--- src/rtl/gpio_pkg.sv ---
// Shared GPIO constants: default sizing and register-file bit indices.
package gpio_pkg;

  localparam int GPIO_WIDTH           = 32;
  localparam int GPIO_DEBOUNCE_CYCLES = 4;

  // Word indices of the input-side registers in the GPIO register file
  localparam int GPIO_REG_LEVEL_IDX   = 0;
  localparam int GPIO_REG_PENDING_IDX = 1;
  localparam int GPIO_REG_RISE_EN_IDX = 2;
  localparam int GPIO_REG_FALL_EN_IDX = 3;

  typedef struct packed {
    logic sync;
    logic level;
    logic accept;
  } gpio_db_t;

endpackage

--- src/rtl/gpio_debounce.sv ---
// One GPIO input bit: two-flop synchronizer followed by a stability counter.
module gpio_debounce
  import gpio_pkg::*;
#(
  parameter int DEBOUNCE_CYCLES = GPIO_DEBOUNCE_CYCLES
) (
  input  logic     clk,
  input  logic     rst_n,
  input  logic     din,
  output gpio_db_t db
);

  localparam int CW = $clog2(DEBOUNCE_CYCLES + 1);
  localparam logic [CW-1:0] CNT_LAST = CW'(DEBOUNCE_CYCLES - 1);

  logic          sync1, sync2, level;
  logic [CW-1:0] cnt;
  logic          accept;

  // cnt holds how many consecutive cycles sync2 has already disagreed with level
  assign accept = (sync2 != level) && (cnt == CNT_LAST);
  assign db     = '{sync: sync2, level: level, accept: accept};

  always_ff @(posedge clk or negedge rst_n) begin
    if (!rst_n) begin
      sync1 <= 1'b0;
      sync2 <= 1'b0;
      level <= 1'b0;
      cnt   <= '0;
    end else begin
      sync1 <= din;
      sync2 <= sync1;
      if (sync2 == level) begin
        cnt <= '0;
      end else if (accept) begin
        level <= sync2;
        cnt   <= '0;
      end else begin
        cnt <= cnt + 1'b1;
      end
    end
  end

endmodule

--- src/rtl/gpio_in_capture.sv ---
// GPIO input capture: per-bit debounce, enabled edge latching into W1C pending, level irq.
module gpio_in_capture
  import gpio_pkg::*;
#(
  parameter int WIDTH           = GPIO_WIDTH,
  parameter int DEBOUNCE_CYCLES = GPIO_DEBOUNCE_CYCLES
) (
  input  logic             clk,
  input  logic             rst_n,
  input  logic [WIDTH-1:0] gpio_in,
  input  logic [WIDTH-1:0] rise_en,
  input  logic [WIDTH-1:0] fall_en,
  input  logic             clear_valid,
  input  logic [WIDTH-1:0] clear_mask,
  output logic [WIDTH-1:0] level_out,
  output logic [WIDTH-1:0] pending,
  output logic             irq
);

  logic [WIDTH-1:0] sync2, accept, set, pending_next;

  for (genvar i = 0; i < WIDTH; i++) begin : g_bit
    gpio_db_t db;
    gpio_debounce #(.DEBOUNCE_CYCLES(DEBOUNCE_CYCLES)) u_db (
      .clk   (clk),
      .rst_n (rst_n),
      .din   (gpio_in[i]),
      .db    (db)
    );
    assign sync2[i]     = db.sync;
    assign accept[i]    = db.accept;
    assign level_out[i] = db.level;
  end

  // Enables only matter in the accept cycle; set overrides a same-cycle clear
  assign set          = accept & ((sync2 & rise_en) | (~sync2 & fall_en));
  assign pending_next = (pending & ~(clear_valid ? clear_mask : '0)) | set;

  always_ff @(posedge clk or negedge rst_n) begin
    if (!rst_n) begin
      pending <= '0;
      irq     <= 1'b0;
    end else begin
      pending <= pending_next;
      irq     <= |pending_next;
    end
  end

endmodule

--- config.mk ---
export PLATFORM = sky130hd
export DESIGN_NAME = gpio_in_capture
export DESIGN_NICKNAME = d
export VERILOG_FILES = /design/src/rtl/gpio_pkg.sv /design/src/rtl/gpio_debounce.sv /design/src/rtl/gpio_in_capture.sv
export SDC_FILE = /design/constraint.sdc
export NUM_CORES = 1
export LEC_CHECK = 0
export CAP_MARGIN = 20
export CORE_AREA = 5 5 128 161
export CTS_CLUSTER_DIAMETER = 60
export DETAILED_ROUTE_END_ITERATION = 12
export DIE_AREA = 0 0 133 166
export GPL_TIMING_DRIVEN = 1
export HOLD_SLACK_MARGIN = 0.03
export PLACE_DENSITY = 0.76
export SYNTH_ARGS = -nofsm -noshare
export SYNTH_HDL_FRONTEND = slang
export SYNTH_SLANG_ARGS = --single-unit
--- constraint.sdc ---
create_clock -name clk -period 4.78 [get_ports clk]
set_input_delay 0.956 -clock clk [delete_from_list [all_inputs] [get_ports clk]]
set_output_delay 0.956 -clock clk [all_outputs]
set_load 0.02 [all_outputs]
==> run_results.csv, run 1 <==
group,metric,value,unit
floorplan,start_util,0.476,
grt,busiest_layer,"met2",
cts,cts_max_path_buffers,3,
timing,finalClockSkew,13.8,ps
synth,ys_top_cells_by_count,"dfrtp_1, nor3b_1, nand3b_1, nor2b_1",
final_layout,drive_gt1_frac,0.102,
floorplan,core,0.0190,mm²
synth,synth_edf_count,0,
grt,grt_pass1_wl,30.2,mm
grt,grt_use_met3,0.0355,
power,internal_power,4.54,mW
synth,ys_seq_elements,225,
grt,grt_pass1_vias,6081,
power,p_switching,1.96,mW
cts,numCtsBuffers,23,
grt,grt_use_met2,0.305,
place,dpl.cell_count,1075,
place,io_buffers,195,
critical_path,critPathMaxFanout,18,
detailed_routing,num_vias,5679,
timing,worst_pin_slew,1010,ps
synth,ys_warn_count,0,
timing,hold_viol_final,0,
detailed_routing,wl,18.4,mm
synth,synth_top_family_by_area,"simple AND/OR/NAND/NOR gates",
cts,cts.sinks,225,
timing,fmax,321,MHz
timing,max_slew_margin,0.328,
timing,period_needed,3120,ps
synth,yosys.area_share.simple,0.156,
final_layout,syn_to_final_growth,31.3,%
place,dpl.hpwl,13.4,mm
worst_hold_path,min_path_type,"reg -> reg",
power,p_seq_frac,0.414,
critical_path,setup.worst_path.class,"in -> reg",
critical_path,cp_slowest_cell,"clkdlybuf4s50_1",
cts,path_clk_slew,60,ps
cts,cts_tree,"yes",
final_layout,n_fill_cell,1480,
power,share_comb_of_total_power,0.297,
final_layout,finalNonFillerCells,1118,
detailed_routing,drt-initial-drc-count,216,
cts,ctsHoldBuffers,0,
detailed_routing,route.detailed.drc,0,
cts,postCtsResizedCells,0,
timing,finalCritPeriodShare,0.653,
cts,clk_latency,500,ps
synth,synth-async-reset-ratio,1.00,
synth,syn_inst,676,
critical_path,critPathLaunchType,"input port",
power,pwr-share-clk,0.289,
synth,ys_types,33,
critical_path,end_kind,"flip-flop",
critical_path,critPathMaxStageDelay,1000,ps
synth,ys.flop_type,"dfrtp_1",
timing,setup_viol,0,
final_layout,nets,1027,
floorplan,dieWidth,133,µm
synth,yosys-top-cells-area,"dfrtp_1, ha_1, nor3b_1",
detailed_routing,via_per_inst,5.08,
synth,synthMuxAreaShare,0.0397,
floorplan,rows,57,
grt,grt_overflow_total,0,
power,leakagePower,5.46,nW
grt,gr-usage-met1,0.192,
synth,yosysSeqAreaShare,0.621,
floorplan,die_y,166,µm
floorplan,dieArea,0.0221,mm²
worst_hold_path,hold_path_startpoint,"g_bit[9].u_db.sync1",
grt,grt_max_degree,135,
critical_path,r2r_start,"g_bit[29].u_db.cnt[0]",
cts,htreeDepth,1,
grt,grtUsageTotal,0.166,
run,cap_violations,0,
grt,antenna_found_initial,2,
detailed_routing,wl_per_cell,16.5,µm
critical_path,cp_cell_sequence,"clkdlybuf4s50_1 -> buf_4 -> a21boi_1 -> a2111o_1 -> nor4_1 -> nand4_1",
power,irDropWorstVdd,0.385,mV
status,run_status,"finished clean",
floorplan,io_pins,196,
cts,cts-root-buf,"clkbuf_16",
power,power_density,546,mW/mm²
synth,netlist.area_leader.share,0.621,
synth,synth_xor_area_frac,0.0309,
synth,synth_fa_ha_area_frac,0.0442,
synth,synth_compound_area_frac,0.0763,
detailed_routing,dr.pass1.iters,4,
final_layout,seq_area,0.00563,mm²
place,routabilityCongestion,0.758,
cts,postCtsSetupBuffers,0,
critical_path,cp-startpoint,"clear_valid",
critical_path,critical_path_required,5130,ps
synth,syn_area,0.00907,mm²
critical_path,critPathArrivalTime,3470,ps
detailed_routing,antenna_left,0,
synth,yosysMostFrequentCell,"dfrtp_1",
timing,slew_violations,0,
final_layout,multi_input_area,0.00315,mm²
power,switching_share,0.302,
timing,setup_tns,0,ps
synth,syn_nets,839,
synth,synth_top_area_cell,"dfrtp_1",
synth,avgSynthCellArea,13.4,µm²
timing,rsz0062_at_grt,"false",
layout make-up:
class | instances | share of cell area
Inverter | 7 | 0.00221
Multi-Input combinational cell | 409 | 0.264
Timing Repair Buffer | 198 | 0.167
Tap cell | 236 | 0.0248
Antenna cell | 1 | 0.000210
Clock inverter | 8 | 0.0102
Clock buffer | 34 | 0.0577
Sequential cell | 225 | 0.473
power by group through the flow:
| stage | registers [mW] | logic [mW] | clock network (mW) |
|---|---|---|---|
| final | 2.69 | 1.93 | 1.87 |
| after global routing | 2.76 | 2.13 | 2.01 |
| after CTS | 2.70 | 1.97 | 1.92 |
| after detailed placement | 2.73 | 1.95 | 0 |
| after global placement | 2.70 | 1.91 | 0 |
| after floorplan | 2.72 | 1.30 | 0 |
through the flow:
step                setup WS [ps]   util  total power, mW  cell area, µm²  hold slack (ps)
finish                       1660  0.625             6.49           11900              335
floorplan                    2780      -             4.01            9070              331
global route                 1490  0.625             6.89           11900              350
detailed placement           1010  0.582             4.67           11100              335
global placement             1060  0.582             4.61           11100              332
CTS                          1530  0.625             6.59           11900              340
cell families (layout without fill, tap and decap cells):
group / Yosys count / in the layout
flip-flops: 225 / 225
AND/OR/NAND/NOR: 221 / 221
AO/OA/AOI/OAI: 92 / 92
other: 0 / 1
adder cells (fa/ha/maj): 32 / 32
buffers and inverters: 42 / 247
multiplexers: 32 / 32
XOR/XNOR: 32 / 32
routing by layer:
metal / share of wire / up-vias
li1: - / 2742
met1: 0.39 / 2779
met2: 0.54 / 121
met3: 0.052 / 35
met4: 0.025 / 2
met5: 0.00060 / -
worst max-delay path, delay by kind of cell:
kind	cells	cell delay, ps
and+or+nand+nor	2	630
AOI/OAI and AO/OA	2	510
buffers and inverters	2	1360
sequential cells by signal, summed over array words and instances (netlist names):
name,flops
g_bit.u_db.cnt,96
g_bit.u_db.level,32
g_bit.u_db.sync1,32
g_bit.u_db.sync2,32
irq,1
pending,32
cell usage in the layout (no fill, tap or decap), types with 5 or more instances in the layout:
cell type,Yosys,final
nand3b_1,45,45
a21oi_1,5,5
xnor2_1,32,32
nor2b_1,35,35
dfrtp_1,225,225
mux2_2,32,32
o21ai_0,9,9
ha_1,32,32
a21o_1,14,14
clkbuf_8,0,7
nor3b_1,53,53
nor3_1,30,30
clkdlybuf4s50_1,0,194
nand2b_1,9,9
or2_2,14,14
a2111o_1,13,13
nand2_1,25,25
a21boi_0,23,23
clkbuf_16,0,23
inv_1,7,7
a21boi_1,14,14
o21ai_1,7,7
final timing paths:
kind                            cells after the start                   end  slack (ps)
worst max-delay path                                6                   irq        1660
worst min-delay path                                0   g_bit[9].u_db.sync2         340
worst max register to register                      6                   irq        2680
worst min register to register                      0   g_bit[9].u_db.sync2         340
max in group asynchronous                           2  g_bit[0].u_db.cnt[0]        3150
min in group asynchronous                           1  g_bit[4].u_db.cnt[1]         540
Power figures use the tool's default switching activity.
==> inputs of run 2 (changes only) <==
clock period = 2.9 ns   (was 4.78 ns; I/O delays follow)
==> run_results.csv, run 2 (synthesized netlist as in run 1, its figures left out) <==
group,metric,value,unit
power,irDropWorstVdd,0.523,mV
status,run_status,"finished clean",
cts,ctsHoldBuffers,0,
grt,grt_overflow_total,0,
place,dpl.cell_count,1079,
place,routabilityCongestion,0.760,
detailed_routing,num_vias,5688,
timing,slew_violations,0,
timing,finalCritPeriodShare,0.810,
floorplan,die_y,166,µm
place,pre_cts_ws,63.0,ps
cts,cts_tree,"yes",
detailed_routing,via_per_inst,5.09,
final_layout,largest_register_ffs,96,
final_layout,layout_common_cells,"dfrtp_1, clkdlybuf4s50_1, nor3b_1",
timing,max_slew_margin,0.498,
final_layout,drive_gt1_frac,0.0999,
floorplan,dieWidth,133,µm
timing,fmax,426,MHz
timing,setup_ws,552,ps
cts,cts_max_path_buffers,3,
floorplan,core,0.0190,mm²
run,cap_violations,0,
cts,clk_latency,490,ps
final_layout,diodes,0,
cts,postCtsSetupBuffers,0,
cts,cts.sinks,225,
place,placedInstanceArea,0.0111,mm²
grt,grt_pass1_wl,29.7,mm
timing,period_needed,2350,ps
detailed_routing,wl,18.1,mm
critical_path,critPathMaxFanout,32,
floorplan,dieArea,0.0221,mm²
power,leakagePower,5.42,nW
final_layout,finalNonFillerCells,1117,
detailed_routing,wl_per_cell,16.2,µm
critical_path,critPathMaxStageDelay,560,ps
final_layout,n_fill_cell,1517,
critical_path,critPathLaunchType,"input port",
critical_path,critical_path_required,3230,ps
detailed_routing,route.detailed.drc,0,
place,io_buffers,195,
timing,worst_pin_slew,753,ps
grt,grtUsageTotal,0.164,
final_layout,final_common_cell,"dfrtp_1",
timing,rsz0062_at_grt,"false",
timing,hold_viol_final,0,
grt,grt_pass1_vias,5992,
critical_path,end_kind,"flip-flop",
worst_hold_path,min_path_type,"in -> async",
floorplan,io_pins,196,
power,power_density,872,mW/mm²
critical_path,setup.worst_path.class,"in -> reg",
floorplan,start_util,0.476,
timing,finalClockSkew,10.0,ps
grt,grt_max_degree,94,
critical_path,cp_cell_sequence,"clkdlybuf4s50_1 -> buf_12 -> a21boi_1 -> a2111oi_0 -> nor4b_1 -> buf_4 -> nand4_1",
cts,htreeDepth,1,
cts,postCtsResizedCells,0,
critical_path,critPathArrivalTime,2680,ps
cts,numCtsBuffers,23,
final_layout,regMostFlops,"g_bit.u_db.cnt",
cts,path_clk_slew,60,ps
cts,cts-root-buf,"clkbuf_16",
critical_path,cp_slowest_cell,"a2111oi_0",
place,dpl.hpwl,13.5,mm
timing,setup_tns,0,ps
grt,antenna_found_initial,1,
detailed_routing,dr.pass1.iters,6,
final_layout,finish.utilization,0.621,
detailed_routing,drt-initial-drc-count,222,
detailed_routing,antenna_left,0,
final_layout,syn_to_final_growth,30.4,%
final_layout,finish.instance_area,0.0118,mm²
floorplan,rows,57,
timing,setup_viol,0,
final_layout,nets,1031,
==> run 2: cell types whose count changed in the layout (fill, tap and decap cells not counted) <==
cell	change
bufinv_16	-3
diode_2	-1
buf_4	+2
buf_12	+2
clkinv_2	+1
clkbuf_1	+2
clkinv_4	+1
inv_6	-1
clkbuf_8	-4
==> run 2: worst paths after layout <==
kind	slack (ps)	from	endpoint	cells past startpoint
worst max-delay path	550	clear_valid	irq	7
worst min-delay path	90	rst_n	g_bit[4].u_db.sync1	1
worst max register to register	680	g_bit[5].u_db.cnt[0]	irq	7
worst min register to register	340	g_bit[9].u_db.sync1	g_bit[9].u_db.sync2	0
max in group asynchronous	2020	rst_n	g_bit[19].u_db.level	2
min in group clk	340	g_bit[9].u_db.sync1	g_bit[9].u_db.sync2	0
==> run 2: final cells by class <==
cell class / instances / area, µm² / area share
Clock buffer: 32 / 639 / 0.0541
Clock inverter: 6 / 36.3 / 0.00307
Inverter: 7 / 26.3 / 0.00222
Multi-Input combinational cell: 409 / 3150 / 0.266
Sequential cell: 225 / 5630 / 0.476
Tap cell: 236 / 295 / 0.0250
Timing Repair Buffer: 202 / 2050 / 0.173
==> run 2: routing by layer <==
layer  GRT usage  up-vias  part of all wire
li1            -     2739                 -
met1       0.193     2793              0.39
met2       0.300      124              0.53
met3      0.0339       32             0.055
met4      0.0484        0             0.024
met5           0        -                 0
==> run 2: report_power, final <==
group	internal (mW)	leakage, nW	switching, mW	total, mW
Combinational	1.72	2.24	1.48	3.20
Sequential	3.87	2.85	0.570	4.44
Clock	1.53	0.332	1.13	2.66
==> run 2: stage by stage <==
step / total power [mW] / hold WS [ps]
floorplan: 6.61 / 284
CTS: 10.5 / 113
global route: 11.0 / 141
finish: 10.3 / 88.4
global placement: 7.63 / 331
detailed placement: 7.73 / 335
==> run 2: worst max-delay path: cells and delay by family <==
family,cells,cell delay [ps]
buffers and inverters,3,890
AOI/OAI and AO/OA,2,660
and+or+nand+nor,2,530
==> inputs of run 3 (changes only) <==
clock period = 2.28 ns   (was 2.9 ns; I/O delays follow)
==> run_results.csv, run 3 (synthesized netlist as in run 1, its figures left out) <==
group,metric,value,unit
detailed_routing,via_per_inst,5.07,
timing,period_needed,2040,ps
timing,hold_viol_final,0,
detailed_routing,wl_per_cell,16.3,µm
place,placedInstanceArea,0.0113,mm²
final_layout,final_common_cell,"dfrtp_1",
cts,cts.sinks,225,
critical_path,critPathTopFamily,"simple AND/OR/NAND/NOR gates",
detailed_routing,antenna_left,0,
critical_path,end_kind,"flip-flop",
critical_path,critPathLaunchType,"flip-flop",
run,cap_violations,0,
cts,htreeDepth,1,
final_layout,finish.instance_area,0.0120,mm²
power,power_density,1110,mW/mm²
power,p_total,13.2,mW
detailed_routing,wl_met3,1.03,mm
grt,grt_max_degree,68,
worst_hold_path,min_path_type,"reg -> reg",
timing,setup_ws,241,ps
final_layout,diodes,0,
cts,cts-root-buf,"clkbuf_16",
critical_path,path_buf_inv,1,
critical_path,cp_cell_sequence,"ha_1 -> nor2b_1 -> a21boi_0 -> a2111o_1 -> nor4b_2 -> buf_4 -> nand4_1",
detailed_routing,dr.pass1.iters,4,
place,pre_cts_ws,-351,ps
grt,antenna_found_initial,1,
cts,cts_tree,"yes",
floorplan,die_y,166,µm
final_layout,nets,1046,
final_layout,largest_register_ffs,96,
power,leakagePower,5.50,nW
critical_path,critPathMaxFanout,4,
critical_path,cp_slowest_cell,"a2111o_1",
cts,cts_max_path_buffers,3,
status,run_status,"finished clean",
floorplan,start_util,0.476,
floorplan,core,0.0190,mm²
critical_path,critPathMaxStageDelay,390,ps
detailed_routing,wl,18.4,mm
timing,fmax,490,MHz
grt,grt_pass1_wl,30.4,mm
detailed_routing,num_vias,5729,
critical_path,setup.worst_path.class,"reg -> reg",
floorplan,rows,57,
cts,clk_latency,490,ps
place,routabilityCongestion,0.761,
place,io_buffers,195,
detailed_routing,top_layer_used,"met5",
detailed_routing,drt-initial-drc-count,213,
grt,grt_pass1_vias,6064,
final_layout,syn_to_final_growth,31.9,%
timing,finalCritPeriodShare,0.894,
place,dpl.hpwl,14.0,mm
final_layout,finish.utilization,0.628,
grt,grt_overflow_total,0,
timing,finalClockSkew,12.2,ps
floorplan,dieArea,0.0221,mm²
floorplan,dieWidth,133,µm
power,irDropWorstVdd,0.660,mV
timing,slew_violations,0,
final_layout,drive_gt1_frac,0.114,
cts,path_clk_slew,60,ps
floorplan,io_pins,196,
timing,setup_viol,0,
detailed_routing,route.detailed.drc,0,
timing,rsz0062_at_grt,"false",
critical_path,critPathArrivalTime,2400,ps
final_layout,regMostFlops,"g_bit.u_db.cnt",
detailed_routing,met2_length,9.62,mm
critical_path,critical_path_required,2640,ps
timing,worst_pin_slew,549,ps
final_layout,layout_common_cells,"dfrtp_1, clkdlybuf4s50_1, nor3b_1",
timing,max_slew_margin,0.634,
cts,numCtsBuffers,23,
grt,grtUsageTotal,0.167,
detailed_routing,met1_length,7.23,mm
-- run 3: worst reg2reg max path, delay by kind of cell, from the launching register on --
family / cells / cell delay, ps
flops: 1 / 380
simple gates: 3 / 580
compound gates: 2 / 580
fa+ha+maj: 1 / 210
buf+inv: 1 / 170
-- run 3: path summary, 6_finish.rpt --
check	start	endpoint	slack, ps	cells past startpoint
max in group asynchronous	rst_n	g_bit[23].u_db.cnt[2]	1030	3
max	g_bit[29].u_db.cnt[0]	irq	240	7
min in group asynchronous	rst_n	g_bit[4].u_db.sync2	490	2
max reg2reg	g_bit[29].u_db.cnt[0]	irq	240	7
min	g_bit[15].u_db.sync1	g_bit[15].u_db.sync2	340	0
min reg2reg	g_bit[15].u_db.sync1	g_bit[15].u_db.sync2	340	0
-- run 3: final cells by class --
| class | instances | area (µm²) |
|---|---|---|
| clock inverters | 3 | 17.5 |
| repair buffers | 217 | 2170 |
| flip-flops and latches | 225 | 5630 |
| fillers | 1492 | 7080 |
| clock buffers | 33 | 653 |
| well taps | 236 | 295 |
| inverters | 7 | 26.3 |
| multi-input cells | 409 | 3160 |
-- run 3: through the flow --
step,TNS [ps],hold WS (ps),std cells
after floorplan,0,160,676
after global routing,0,350,1130
final,0,344,1130
after detailed placement,-351,336,1093
after CTS,0,347,1130
after global placement,-219,331,1093
-- run 3: metal layers --
layer	vias to the layer above	GRT usage
met1	2788	0.201
met3	40	0.0345
met2	120	0.299
met5	-	0
li1	2779	-
met4	2	0.0533
-- run 3: repair_timing --
item | CTS | global route
hold buffers | 1 | 0
setup endpoints to repair | 1 | 1
pin swaps | 0 | 0
endpoints found under the hold margin | 62 | 0
gates cloned | 0 | 0
gates resized for setup | 1 | 2
setup buffers | 0 | 0
-- run 3: where the power goes --
group	switching, mW	internal (mW)	total [mW]
clock	1.42	1.97	3.38
combinational	1.90	2.29	4.19
sequential	0.716	4.93	5.64
total	4.03	9.18	13.2
